==> src/rtl/seq_array_divider_if.sv <==
// Handshake bus for the sequential restoring divider: operand request and result response.
interface seq_array_divider_if #(
   parameter int DIVIDEND_W = 8,
   parameter int DIVISOR_W  = 4
);
   logic                  in_valid;
   logic                  in_ready;
   logic [DIVIDEND_W-1:0] dividend;
   logic [DIVISOR_W-1:0]  divisor;
   logic                  out_valid;
   logic                  out_ready;
   logic [DIVIDEND_W-1:0] quotient;
   logic [DIVISOR_W-1:0]  remainder;
   logic                  div_by_zero;

   modport master (
      output in_valid, dividend, divisor, out_ready,
      input  in_ready, out_valid, quotient, remainder, div_by_zero
   );

   modport slave (
      input  in_valid, dividend, divisor, out_ready,
      output in_ready, out_valid, quotient, remainder, div_by_zero
   );
endinterface

==> src/rtl/seq_array_divider.sv <==
// Iterative restoring divider: one quotient bit per clock, valid/ready on both sides.
module seq_array_divider #(
   parameter int DIVIDEND_W = 8,
   parameter int DIVISOR_W  = 4
) (
   input  logic                clk,
   input  logic                rst,
   seq_array_divider_if.slave  bus
);
   localparam int CNT_W = (DIVIDEND_W > 1) ? $clog2(DIVIDEND_W) : 1;
   localparam logic [CNT_W-1:0] CNT_LOAD = CNT_W'(DIVIDEND_W - 1);

   typedef enum logic [1:0] {IDLE, BUSY, DONE} state_t;

   state_t                r_state;
   logic [DIVIDEND_W-1:0] r_shift;
   logic [DIVISOR_W-1:0]  r_divisor;
   logic [DIVISOR_W:0]    r_pr;
   logic [CNT_W-1:0]      r_cnt;
   logic [DIVIDEND_W-1:0] r_quot;
   logic [DIVISOR_W-1:0]  r_rem;
   logic                  r_dbz;
   logic                  r_in_ready;
   logic                  r_out_valid;

   logic [DIVISOR_W:0]    w_pr_sh;
   logic                  w_ge;
   logic [DIVISOR_W:0]    w_pr_nx;
   logic [DIVIDEND_W-1:0] w_shift_nx;

   // Partial remainder carries one spare bit so the shifted value never overflows before the compare.
   assign w_pr_sh    = {r_pr[DIVISOR_W-1:0], r_shift[DIVIDEND_W-1]};
   assign w_ge       = (w_pr_sh >= {1'b0, r_divisor});
   assign w_pr_nx    = w_ge ? (w_pr_sh - {1'b0, r_divisor}) : w_pr_sh;
   assign w_shift_nx = {r_shift[DIVIDEND_W-2:0], w_ge};

   always_ff @(posedge clk or posedge rst) begin
      if (rst) begin
         r_state     <= IDLE;
         r_shift     <= '0;
         r_divisor   <= '0;
         r_pr        <= '0;
         r_cnt       <= '0;
         r_quot      <= '0;
         r_rem       <= '0;
         r_dbz       <= 1'b0;
         r_in_ready  <= 1'b1;
         r_out_valid <= 1'b0;
      end else begin
         case (r_state)
            IDLE: begin
               if (bus.in_valid) begin
                  r_shift    <= bus.dividend;
                  r_divisor  <= bus.divisor;
                  r_pr       <= '0;
                  r_cnt      <= CNT_LOAD;
                  r_in_ready <= 1'b0;
                  if (bus.divisor == '0) begin
                     r_quot      <= '1;
                     r_rem       <= bus.dividend[DIVISOR_W-1:0];
                     r_dbz       <= 1'b1;
                     r_out_valid <= 1'b1;
                     r_state     <= DONE;
                  end else begin
                     r_dbz   <= 1'b0;
                     r_state <= BUSY;
                  end
               end
            end
            BUSY: begin
               r_pr    <= w_pr_nx;
               r_shift <= w_shift_nx;
               r_cnt   <= r_cnt - 1'b1;
               if (r_cnt == '0) begin
                  r_quot      <= w_shift_nx;
                  r_rem       <= w_pr_nx[DIVISOR_W-1:0];
                  r_out_valid <= 1'b1;
                  r_state     <= DONE;
               end
            end
            DONE: begin
               if (bus.out_ready) begin
                  r_out_valid <= 1'b0;
                  r_in_ready  <= 1'b1;
                  r_state     <= IDLE;
               end
            end
            default: begin
               r_state     <= IDLE;
               r_in_ready  <= 1'b1;
               r_out_valid <= 1'b0;
            end
         endcase
      end
   end

   assign bus.in_ready    = r_in_ready;
   assign bus.out_valid   = r_out_valid;
   assign bus.quotient    = r_quot;
   assign bus.remainder   = r_rem;
   assign bus.div_by_zero = r_dbz;
endmodule
==> src/flat_wrapper.sv <==
// flat-port wrapper written by rule: the top's interface ports become plain ports
module seq_array_divider_flat 
#(
   parameter int DIVIDEND_W = 8,
   parameter int DIVISOR_W  = 4
)
  (clk, rst, bus_in_valid, bus_dividend, bus_divisor, bus_out_ready, bus_in_ready, bus_out_valid, bus_quotient, bus_remainder, bus_div_by_zero);
  seq_array_divider_if #(.DIVIDEND_W(DIVIDEND_W), .DIVISOR_W(DIVISOR_W)) bus_i ();
  input  logic clk;
  input  logic rst;
  input wire logic [$bits(bus_i.in_valid)-1:0] bus_in_valid;
  input wire logic [$bits(bus_i.dividend)-1:0] bus_dividend;
  input wire logic [$bits(bus_i.divisor)-1:0] bus_divisor;
  input wire logic [$bits(bus_i.out_ready)-1:0] bus_out_ready;
  output wire logic [$bits(bus_i.in_ready)-1:0] bus_in_ready;
  output wire logic [$bits(bus_i.out_valid)-1:0] bus_out_valid;
  output wire logic [$bits(bus_i.quotient)-1:0] bus_quotient;
  output wire logic [$bits(bus_i.remainder)-1:0] bus_remainder;
  output wire logic [$bits(bus_i.div_by_zero)-1:0] bus_div_by_zero;
  assign bus_i.in_valid = bus_in_valid;
  assign bus_i.dividend = bus_dividend;
  assign bus_i.divisor = bus_divisor;
  assign bus_i.out_ready = bus_out_ready;
  assign bus_in_ready = bus_i.in_ready;
  assign bus_out_valid = bus_i.out_valid;
  assign bus_quotient = bus_i.quotient;
  assign bus_remainder = bus_i.remainder;
  assign bus_div_by_zero = bus_i.div_by_zero;
  seq_array_divider #(.DIVIDEND_W(DIVIDEND_W), .DIVISOR_W(DIVISOR_W)) u_core (.clk(clk), .rst(rst), .bus(bus_i));
endmodule
==> config.mk <==
export PLATFORM = sky130hd
export DESIGN_NAME = seq_array_divider_flat
export DESIGN_NICKNAME = d
export VERILOG_FILES = /design/src/rtl/seq_array_divider_if.sv /design/src/rtl/seq_array_divider.sv /design/src/flat_wrapper.sv
export SDC_FILE = /design/constraint.sdc
export NUM_CORES = 1
export LEC_CHECK = 0
export BUFFER_PORTS_ARGS = -buffer_cell sky130_fd_sc_hd__buf_2
export CAP_MARGIN = 20
export CORE_MARGIN = 2
export CORE_UTILIZATION = 50
export DETAILED_ROUTE_END_ITERATION = 10
export GPL_TIMING_DRIVEN = 1
export PLACE_DENSITY = 0.77
export SYNTH_ARGS = -nofsm -noshare
export SYNTH_HDL_FRONTEND = slang
export SYNTH_SLANG_ARGS = --single-unit
export TNS_END_PERCENT = 100
==> constraint.sdc <==
create_clock -name clk -period 3.55 [get_ports clk]
set_clock_uncertainty 0.05 [all_clocks]
set_input_delay 0.1775 -clock clk [delete_from_list [all_inputs] [get_ports clk]]
set_output_delay 0.1775 -clock clk [all_outputs]
set_load 0.01 [all_outputs]
==> results of run 1 <==
## sequential cells by signal (all words and copies together) (netlist names)
register and count:
u_core.bus.in_ready 1, u_core.r_state 2, u_core.r_divisor 4, u_core.r_pr 4, u_core.bus.out_valid 1, u_core.bus.quotient 8
u_core.r_shift 8, u_core.bus.remainder 4, u_core.r_cnt 3, u_core.bus.div_by_zero 1
## Yosys cell counts, types with 2 or more instances
cell	number
mux2i_1	2
a41oi_1	3
dfrtp_1	35
ha_1	6
o21ai_0	7
nand2_1	35
buf_2	3
a21o_1	2
nor3b_1	2
buf_4	2
nor2_1	11
a31oi_1	8
a21oi_1	24
nand3_1	3
o211ai_1	4
inv_1	12
clkbuf_1	3
nand2b_1	2
and2_1	2
nor3_1	4
or4_1	2
## cell type report
class | count | area, sq um
timing repair buffer | 35 | 195
clock buffer | 7 | 55.1
sequential | 36 | 902
inverter | 12 | 45.0
clock inverter | 1 | 7.51
fill | 305 | 1340
tap | 46 | 57.6
multi-input combinational | 131 | 783
## placed cells by master (no fill, tap or decap), drive strengths merged, types with 2 or more instances in the layout
cell         instances
nor3b                2
clkbuf               7
ha                   6
nand3                3
inv                 12
nand2b               2
o211ai               4
nor3                 4
a41oi                3
nor2                11
buf                 32
or4                  3
dfrtp               35
a31oi                8
o21ai                8
a21oi               24
mux2i                2
a21o                 2
dlygate4sd3          3
and2                 2
nand2               35
## kinds of logic after synthesis
family / count (synthesis) / synth area share (%)
adder cells (fa/ha/maj): 7 / 5.34
multiplexers: 3 / 1.76
buffers and inverters: 22 / 5.69
AND/OR/NAND/NOR: 68 / 17.7
flip-flops: 36 / 50.6
XOR/XNOR: 1 / 0.492
AO/OA/AOI/OAI: 52 / 18.4
## how the worst min path moves through the flow
stage,end,slack [ns],cells past startpoint,from
global route,u_core.r_shift[6],0.01,3,bus_dividend[6]
global placement,u_core.bus.quotient[6],0.16,2,rst
floorplan,u_core.r_divisor[0],0.23,2,bus_divisor[0]
CTS,u_core.r_divisor[2],0.01,3,bus_divisor[2]
finish,u_core.r_shift[6],0.02,3,bus_dividend[6]
detailed placement,u_core.r_shift[5],0.16,2,rst
## power by group
group / switching, mW / internal (mW) / total, mW
registers: 0.121 / 0.607 / 0.728
logic: 0.597 / 0.399 / 0.995
clock network: 0.140 / 0.0969 / 0.237
## worst max-delay path, delay by kind of cell
kind / cells / cell delay [ns]
buffers and inverters: 2 / 0.66
multiplexers: 1 / 0.37
AO/OA/AOI/OAI: 1 / 0.43
AND/OR/NAND/NOR: 2 / 1.06
## per-stage QoR
stage | cells | hold slack [ns] | power (mW) | utilization [%] | cell area [sq um]
global placement | 257 | 0.158 | 1.69 | 57.6 | 1950
detailed placement | 257 | 0.161 | 1.71 | 57.6 | 1950
finish | 268 | 0.0210 | 1.96 | 60.4 | 2050
floorplan | 189 | 0.233 | 1.46 | - | 1780
CTS | 268 | 0.00988 | 1.96 | 60.4 | 2050
global route | 268 | 0.0133 | 2.15 | 60.4 | 2050
## metal layers
| layer | GRT usage (%) | vias to the layer above | wire length (microns) |
|---|---|---|---|
| li1 | - | 728 | - |
| met3 | 4.82 | 8 | 216 |
| met1 | 28.4 | 709 | 1740 |
| met5 | 0 | - | 0 |
| met4 | 8.42 | 0 | 73 |
| met2 | 35.8 | 46 | 1850 |
## what timing repair did
action	in CTS	in global routing
endpoints found under the hold margin	14	0
setup buffers	0	0
hold buffers	3	0
==> results.md, run 1 <==
- Status: finished, final reports clean
- Worst Hold Class: input pin to register
- Global-route wire length before repair: 6800 microns
- EDFF count, synth: 0
- CP Data Arrival Time: 2.69 ns
- Ports: 31
- Mapped Cells: 189
- Synth top area cells: dfrtp_1, nand2_1, a21oi_1, ha_1, a31oi_1
- Overflow after GRT: 0
- Data required, critical path: approximately 3.7 ns
- Post-detail-place hpwl: 2720 microns
- Worst Setup SP: bus_divisor[0]
- Synth unique cells: 38
- Port bufs: 30
- TritonCTS Buffers: 5
- Antenna cells: 0
- Dpl ws: 1.25 ns
- Worst vdd ir: 0.504 mV
- DR pass1 iterations: 4
- RSZ-0062 raised after global routing: no
- Vias per cell: 5.56
- First DRT Iteration DRCs: 85
- Critical path peak fanout: 14
- CTS tree: done
- Total negative slack: 0 ns
- Max-capacitance violation count: 0
- Reg-to-reg slack, setup: around 1.3 ns
- Post-Route WL: roughly 3900 microns
- Area grow syn2layout: 14.8%
- Die extent in y: 63.7 microns
- Skew-Pair Late Insertion Delay: 0.35 ns
- Routability cong.: 0.789
- Final Cycle Share: 70.4%
- CP Cell Sequence: dlygate4sd3_1 > buf_2 > or4_4 > o21ai_2 > and2_1 > mux2_1
- # DRC: 0
- Final setup margin: roughly 1.1 ns
- Worst setup endpoint: u_core.bus.quotient[0]
- Share of layout cells above drive strength 1: between 20% and 30%
- Startpoint type of the worst setup path: input pin
- Pwr per Cell Area: 959 nW/um^2
- Largest net degree at the start of global routing: 25
- P_leak: 0.938 nW
- Endpoint class of the critical path: register
- Final setup violation count: 0
- Synthesized Nets: 212
- Die area: 4060 sq um
- Top-area cell type share of the netlist area: 49.2%
- Final ANT Viol Nets: 0
- Fmax: 0.400 GHz
- Yosys Warn Count: 0
- GRT Total Usage: 21.9%
- Post-synth ARST share: between 90% and 100%
- Initial antenna violation count: 0
- CP peak stage delay: 0.53 ns
- Worst-path clk slew: 0.11 ns
- Synth area leader: dfrtp_1
- Final hold vios: 0
- Mapped cell area: 1780 sq um
- Final Max Slew Viols: 0
- Slew margin rel.: 47.8%
- Measured slew at the worst slew-check pin: roughly 0.78 ns
- #FFs+latches synth: 36
- CTS resizes: 0
- Die Wd: 63.7 microns
- Vias in the first global route: 1458
- Starting Density: 52.6%
- Site Rows: 21
- Reg2Reg Capture Point: u_core.bus.remainder[2]
- Via Count: around 1500
- CP Class: input pin to register
- Total Nets Final: 244
- Sequential-to-total area share from yosys stat: 50.6%
- Mapped Avg Cell Area: between 9 and 10 sq um
- Post-layout min period: 2.50 ns
- Longest Clk Path Bufs: 2
- H-tree depth: 2
- Critical path's slowest cell: dlygate4sd3_1
- CTS root buffer: clkbuf_4
- Main synth FF type: dfrtp_1
- WL per Instance: 14.5 microns
- Core Area: 3390 sq um
- Worst R2R Path Depth: 4
- CTS sink cnt: 36
- FF-to-FF Start: u_core.r_state[1]
(Power assumes the default switching activity.)
==> inputs of run 2 (changes only) <==
- ABC_AREA: not set -> 1
- PLACE_DENSITY: 0.77 -> 0.8
- clock period: 3.55 -> 2.12 ns (I/O delays scaled with it)
==> run 2 against run 1 <==
Via count rose by 1.8%. Routed wire length down 9.8%. Cell count is 14% higher. Total power rose by 87%. Setup slack got worse by 0.81 ns. Critical path depth up 3. Highest routed layer unchanged.
==> results.md, run 2 <==
- Commonest non-fill, non-tap cell in the layout: nand2_1
- Core Area: 3610 sq um
- Synth unique cells: 28
- DR pass1 iterations: 4
- CP Class: register to register
- Switch share: 44.0%
- CP Cell Sequence: ha_1 > a21oi_1 > nand2_1 > nand2_1 > nand2_1 > nand3_1 > nand3_1 > nand2_1 > inv_1
- Endpoint class of the critical path: register
- EDFF count, synth: 0
- Sequential Power Share: 33.2%
- Share of layout cells above drive strength 1: 22.2%
- Post-detail-place hpwl: 2520 microns
- Final ANT Viol Nets: 0
- Final Max Slew Viols: 0
- Clock network power share: about 16%
- Site Rows: 22
- Starting Density: 51.1%
- Area grow syn2layout: 17.9%
- Antenna cells: 0
- Longest Clk Path Bufs: 2
- Top-area cell type share of the netlist area: 47.6%
- CTS root buffer: clkbuf_8
- CP peak stage delay: 0.40 ns
- Crit path buf inv count: 1
- Final setup margin: 0.244 ns
- Ports: 31
- Synth area leader: dfrtp_1
- Die Wd: 64.7 microns
- Startpoint type of the worst setup path: register
- Dpl ws: ~0.29 ns
- Port bufs: 30
- Critical path's slowest cell: dfrtp_1
- Synthesized Nets: roughly 240
- Overflow after GRT: 0
- CP Data Arrival Time: 2.01 ns
- Total power: 3.67 mW
- Skew-Pair Late Insertion Delay: 0.29 ns
- Final Cycle Share: roughly 88%
- Main synth FF type: dfrtp_1
- WL per Instance: roughly 11 microns
- Data required, critical path: between 2 and 2.5 ns
- Post-layout min period: 1.88 ns
- Mapped cell area: about 1800 sq um
- Post-synth ARST share: 100%
- Vias in the first global route: 1477
- Family with the most delay on the worst path: simple AND/OR/NAND/NOR gates
- # DRC: 0
- Via Count: ~1500
- P_leak: 1.19 nW
- Largest net degree at the start of global routing: 37
- CTS sink cnt: 36
- Routability cong.: between 0.8 and 0.9
- RSZ-0062 raised after global routing: no
- Layout Cells excl Fill: 305
- Worst vdd ir: 0.634 mV
- Final hold vios: 0
- Count leader, synth: nand2_1
- H-tree depth: 2
- Fill count: 328
- Status: finished, final reports clean
- Internal power: about 2 mW
- Mapped Avg Cell Area: around 8.4 sq um
- First DRT Iteration DRCs: 85
- Reg-to-reg slack, setup: 0.24 ns
- Fmax: between 0.5 and 0.6 GHz
- GRT Total Usage: 19.5%
- Vias per cell: roughly 5.0
- Reg area: 902 sq um
- Placed Instances: roughly 300
- TritonCTS Buffers: 5
- CP most frequent cell: nand2_1
- Most frequent cells in the layout: nand2_1, dfrtp_1, inv_1, buf_2, nor2_1
- #FFs+latches synth: 36
- Total Nets Final: 279
- Initial antenna violation count: 0
- Yosys Warn Count: 0
- CTS tree: done
- Synth top area cells: dfrtp_1, nand2_1, inv_1, nand3_1, nor2_1
- Die extent in y: 64.7 microns
- Sequential-to-total area share from yosys stat: 49.0%
- Max-capacitance violation count: 0
- Total negative slack: 0 ns
- Slew margin rel.: 70.2%
- Pwr per Cell Area: 1690 nW/um^2
- Measured slew at the worst slew-check pin: approximately 0.45 ns
- Multi-input gate area: roughly 760 sq um
- Final setup violation count: 0
- Commonest cells in the netlist: nand2_1, dfrtp_1, inv_1
- Post-Route WL: 3500 microns
- Switching pwr: 1.61 mW
- Global-route wire length before repair: 6240 microns
- Worst Hold Class: input pin to register
- Critical path peak fanout: 6
- Mapped Cells: around 220
- Die area: between 4000 and 5000 sq um
- Gate power share: between 50 and 60%
- Worst-path clk slew: 0.07 ns
run 2: layer usage:
layer	GRT usage [%]	wire (microns)	vias to the layer above
met1	23.0	1550	714
met2	34.5	1760	28
met3	5.38	144	7
met5	0	0	-
met4	6.38	48	0
li1	-	-	769
run 2: cell families after synthesis:
| group | count (synthesis) | share of synthesized area [%] |
|---|---|---|
| and+or+nand+nor | 103 | 24.4 |
| buffers and inverters | 40 | 9.51 |
| DFF | 36 | 49.0 |
| AOI/OAI and AO/OA | 31 | 11.5 |
| adders and majority gates | 7 | 5.16 |
| xor gates and xnor gates | 1 | 0.476 |
run 2: path summary, 6_finish.rpt:
kind / from / to / depth (start not counted)
max: u_core.r_pr[1] / u_core.bus.remainder[1] / 9
min: bus_divisor[3] / u_core.r_divisor[3] / 3
max reg2reg: u_core.r_pr[1] / u_core.bus.remainder[1] / 9
min reg2reg: u_core.bus.quotient[3] / u_core.bus.quotient[3] / 2
max in group asynchronous: rst / u_core.bus.in_ready / 4
min in group asynchronous: rst / u_core.r_shift[6] / 4
run 2: layout make-up:
class | instances | area share (%)
Timing Repair Buffer | 36 | 9.33
Multi-Input combinational cell | 142 | 35.2
Clock buffer | 5 | 3.17
Tap cell | 48 | 2.76
Clock inverter | 3 | 1.96
Sequential cell | 36 | 41.5
Inverter | 35 | 6.05
run 2: tightest hold or removal path, cell delays in order:
cell and delay [ns]:
buf_2 0.09, nand2_1 0.05, o21ai_0 0.07
run 2: what timing repair did:
item / 4_1_cts / 5_1_grt
hold buffers: 3 / 0
hold endpoints to repair: 37 / 0
setup buffers: 0 / 0
resized for setup: 0 / 0
run 2: metrics by stage:
stage	instance area [sq um]	util, %	hold slack [ns]
2_1_floorplan	1840	-	0.173
3_3_place_gp	2030	56.3	0.183
3_5_place_dp	2030	56.3	0.181
4_1_cts	2170	60.2	0.0146
5_1_grt	2170	60.2	0.0167
6_report	2170	60.2	0.0151
run 2: power by group through the flow:
| stage | registers, mW | clock network, mW | logic, mW |
|---|---|---|---|
| after floorplan | 1.27 | 0 | 1.39 |
| after global placement | 1.22 | 0 | 1.80 |
| after detailed placement | 1.23 | 0 | 1.86 |
| after CTS | 1.22 | 0.611 | 1.88 |
| after global routing | 1.25 | 0.644 | 2.16 |
| final | 1.22 | 0.598 | 1.85 |
==> inputs of run 3 (changes only) <==
- CORE_UTILIZATION: 50 -> 35
- PLACE_DENSITY: 0.8 -> 0.61
==> run 3 against run 2 <==
Die area is 40% higher. Clock power increased by 3%. Combinational power barely moved. Design area up 2.2%. Via count is 1.8% lower. Global-route usage down 5.6 points. Non-clock buffer count grew 2. Sequential share of layout area decreased by 0.89 points. Total power is 0.10% higher. Fmax rose by 1.3%. Core utilization down 17 points. Critical endpoint is now u_core.bus.remainder[0].
==> results.md, run 3 (synthesized netlist as in run 2, its figures left out) <==
- Total negative slack: 0 ns
- WL per Instance: 11.3 microns
- Worst Setup SP: u_core.r_pr[1]
- Worst R2R Path Depth: 9
- Initial antenna violation count: 0
- RSZ-0062 raised after global routing: no
- Port bufs: 30
- Skew-Pair Late Insertion Delay: 0.29 ns
- Startpoint type of the worst setup path: register
- Final Cycle Share: between 80% and 90%
- P_leak: 1.19 nW
- Worst Hold Class: input pin to register
- Status: finished, final reports clean
- Crit path buf inv count: 1
- Share of layout cells above drive strength 1: 22.0%
- Most frequent cells in the layout: nand2_1, dfrtp_1, inv_1, buf_2, nor2_1
- Critical path peak fanout: 6
- Metal3 WL: around 130 microns
- Max Used Layer: met4
- Largest net degree at the start of global routing: 37
- Die area: approximately 5900 sq um
- Critical path's slowest cell: dfrtp_1
- Final ANT Viol Nets: 0
- CTS sink cnt: 36
- Cells on Worst Hold Path: 3
- Die extent in y: 76.5 microns
- # DRC: 0
- Dpl ws: 0.268 ns
- Fmax: 0.540 GHz
- Reg-to-reg slack, setup: 0.27 ns
- CP Cell Sequence: ha_1 > a21oi_1 > nand2_1 > nand2_1 > nand2_1 > nand3_1 > nand3_1 > nand2_1 > inv_1
- Area grow syn2layout: 20.5%
- CP peak stage delay: 0.41 ns
- Hold slack: 0.0558 ns
- Total Nets Final: 281
- Post-layout min period: 1.85 ns
- Worst-path clk slew: 0.08 ns
- TritonCTS Buffers: 5
- Post CTS Setup Buffer Count: 0
- Worst setup endpoint: u_core.bus.remainder[0]
- H-tree depth: 2
- Overflow after GRT: 0
- Post-Route WL: about 3700 microns
- Final hold vios: 0
- Ports: 31
- Core Area: 5110 sq um
- Final setup margin: 0.267 ns
- CP most frequent cell: nand2_1
- Metal-1 WL: 1780 microns
- Die Wd: about 77 microns
- Commonest non-fill, non-tap cell in the layout: nand2_1
- GRT Total Usage: about 14%
- Routability cong.: 0.755
- Vias in the first global route: ~1400
- Longest Clk Path Bufs: 2
- Site Rows: 26
- DR pass1 iterations: 4
- Final Max Slew Viols: 0
- Post-detail-place hpwl: 2660 microns
- Total power: around 3.7 mW
- Reg2Reg Capture Point: u_core.bus.remainder[0]
- Worst vdd ir: 0.444 mV
- Antenna cells: 0
- Data required, critical path: 2.26 ns
- CTS root buffer: clkbuf_8
- CP Class: register to register
- CTS tree: done
- Met2 wire length: 1760 microns
- Fill count: roughly 560
- FF-to-FF Start: u_core.r_pr[1]
- Global-route wire length before repair: 6460 microns
- Endpoint class of the critical path: register
- Family with the most delay on the worst path: simple AND/OR/NAND/NOR gates
- Critical Path Stages: 9
- First DRT Iteration DRCs: 86
- Max-capacitance violation count: 0
- Starting Density: between 30% and 40%
- Pwr per Cell Area: approximately 1700 nW/um^2
- Vias per cell: 4.53
- CP Data Arrival Time: 1.99 ns
- Slew margin rel.: 69.2%
- CTS resizes: 0
- Measured slew at the worst slew-check pin: 0.462 ns
- Final setup violation count: 0
- Via Count: roughly 1500
-- run 3: changes by cell type in the layout (fill, tap and decap cells not counted) --
cell           change
dlygate4sd3_1      +2
-- run 3: layer usage --
layer  global-route usage [%]  up-vias
met4                     5.45        0
met2                     23.3       20
met5                        0        -
met3                     4.15        6
li1                         -      771
met1                     16.8      693
-- run 3: per-stage QoR --
step,instance area (sq um),util [%],std cells
global placement,2060,40.3,316
global route,2220,43.5,329
CTS,2220,43.5,329
detailed placement,2060,40.3,316
finish,2220,43.5,329
floorplan,1840,-,218
-- run 3: worst min path at each step --
stage                         start             endpoint  slack (ns)
floorplan            bus_divisor[0]  u_core.r_divisor[0]        0.17
global placement                rst    u_core.r_state[1]        0.19
detailed placement              rst    u_core.r_shift[6]        0.19
CTS                 bus_dividend[4]    u_core.r_shift[4]        0.05
global route        bus_dividend[4]    u_core.r_shift[4]        0.06
finish              bus_dividend[4]    u_core.r_shift[4]        0.06
-- run 3: timing repair --
action / CTS / global route
hold buffers: 5 / 0
endpoints found under the setup margin: 0 / 0
endpoints found under the hold margin: 39 / 0
-- run 3: area by class of cell --
| class | instances | area, sq um | area share (%) |
|---|---|---|---|
| Inverter | 35 | 131 | 5.92 |
| Multi-Input combinational cell | 142 | 764 | 34.4 |
| Timing Repair Buffer | 38 | 223 | 10.0 |
| Clock buffer | 5 | 68.8 | 3.10 |
| Tap cell | 70 | 87.6 | 3.95 |
| Sequential cell | 36 | 902 | 40.6 |
| Clock inverter | 3 | 42.5 | 1.92 |
-- run 3: worst register-to-register path, cell delays in order, from the launching register on --
cell,delay [ns]
dfrtp_1,0.41
ha_1,0.35
a21oi_1,0.25
nand2_1,0.08
nand2_1,0.13
nand2_1,0.16
nand3_1,0.13
nand3_1,0.09
nand2_1,0.07
inv_1,0.04
-- run 3: where the power goes --
group	switching (mW)	total [mW]	internal, mW
logic	1.17	1.84	0.672
registers	0.188	1.22	1.03
clock network	0.266	0.614	0.348
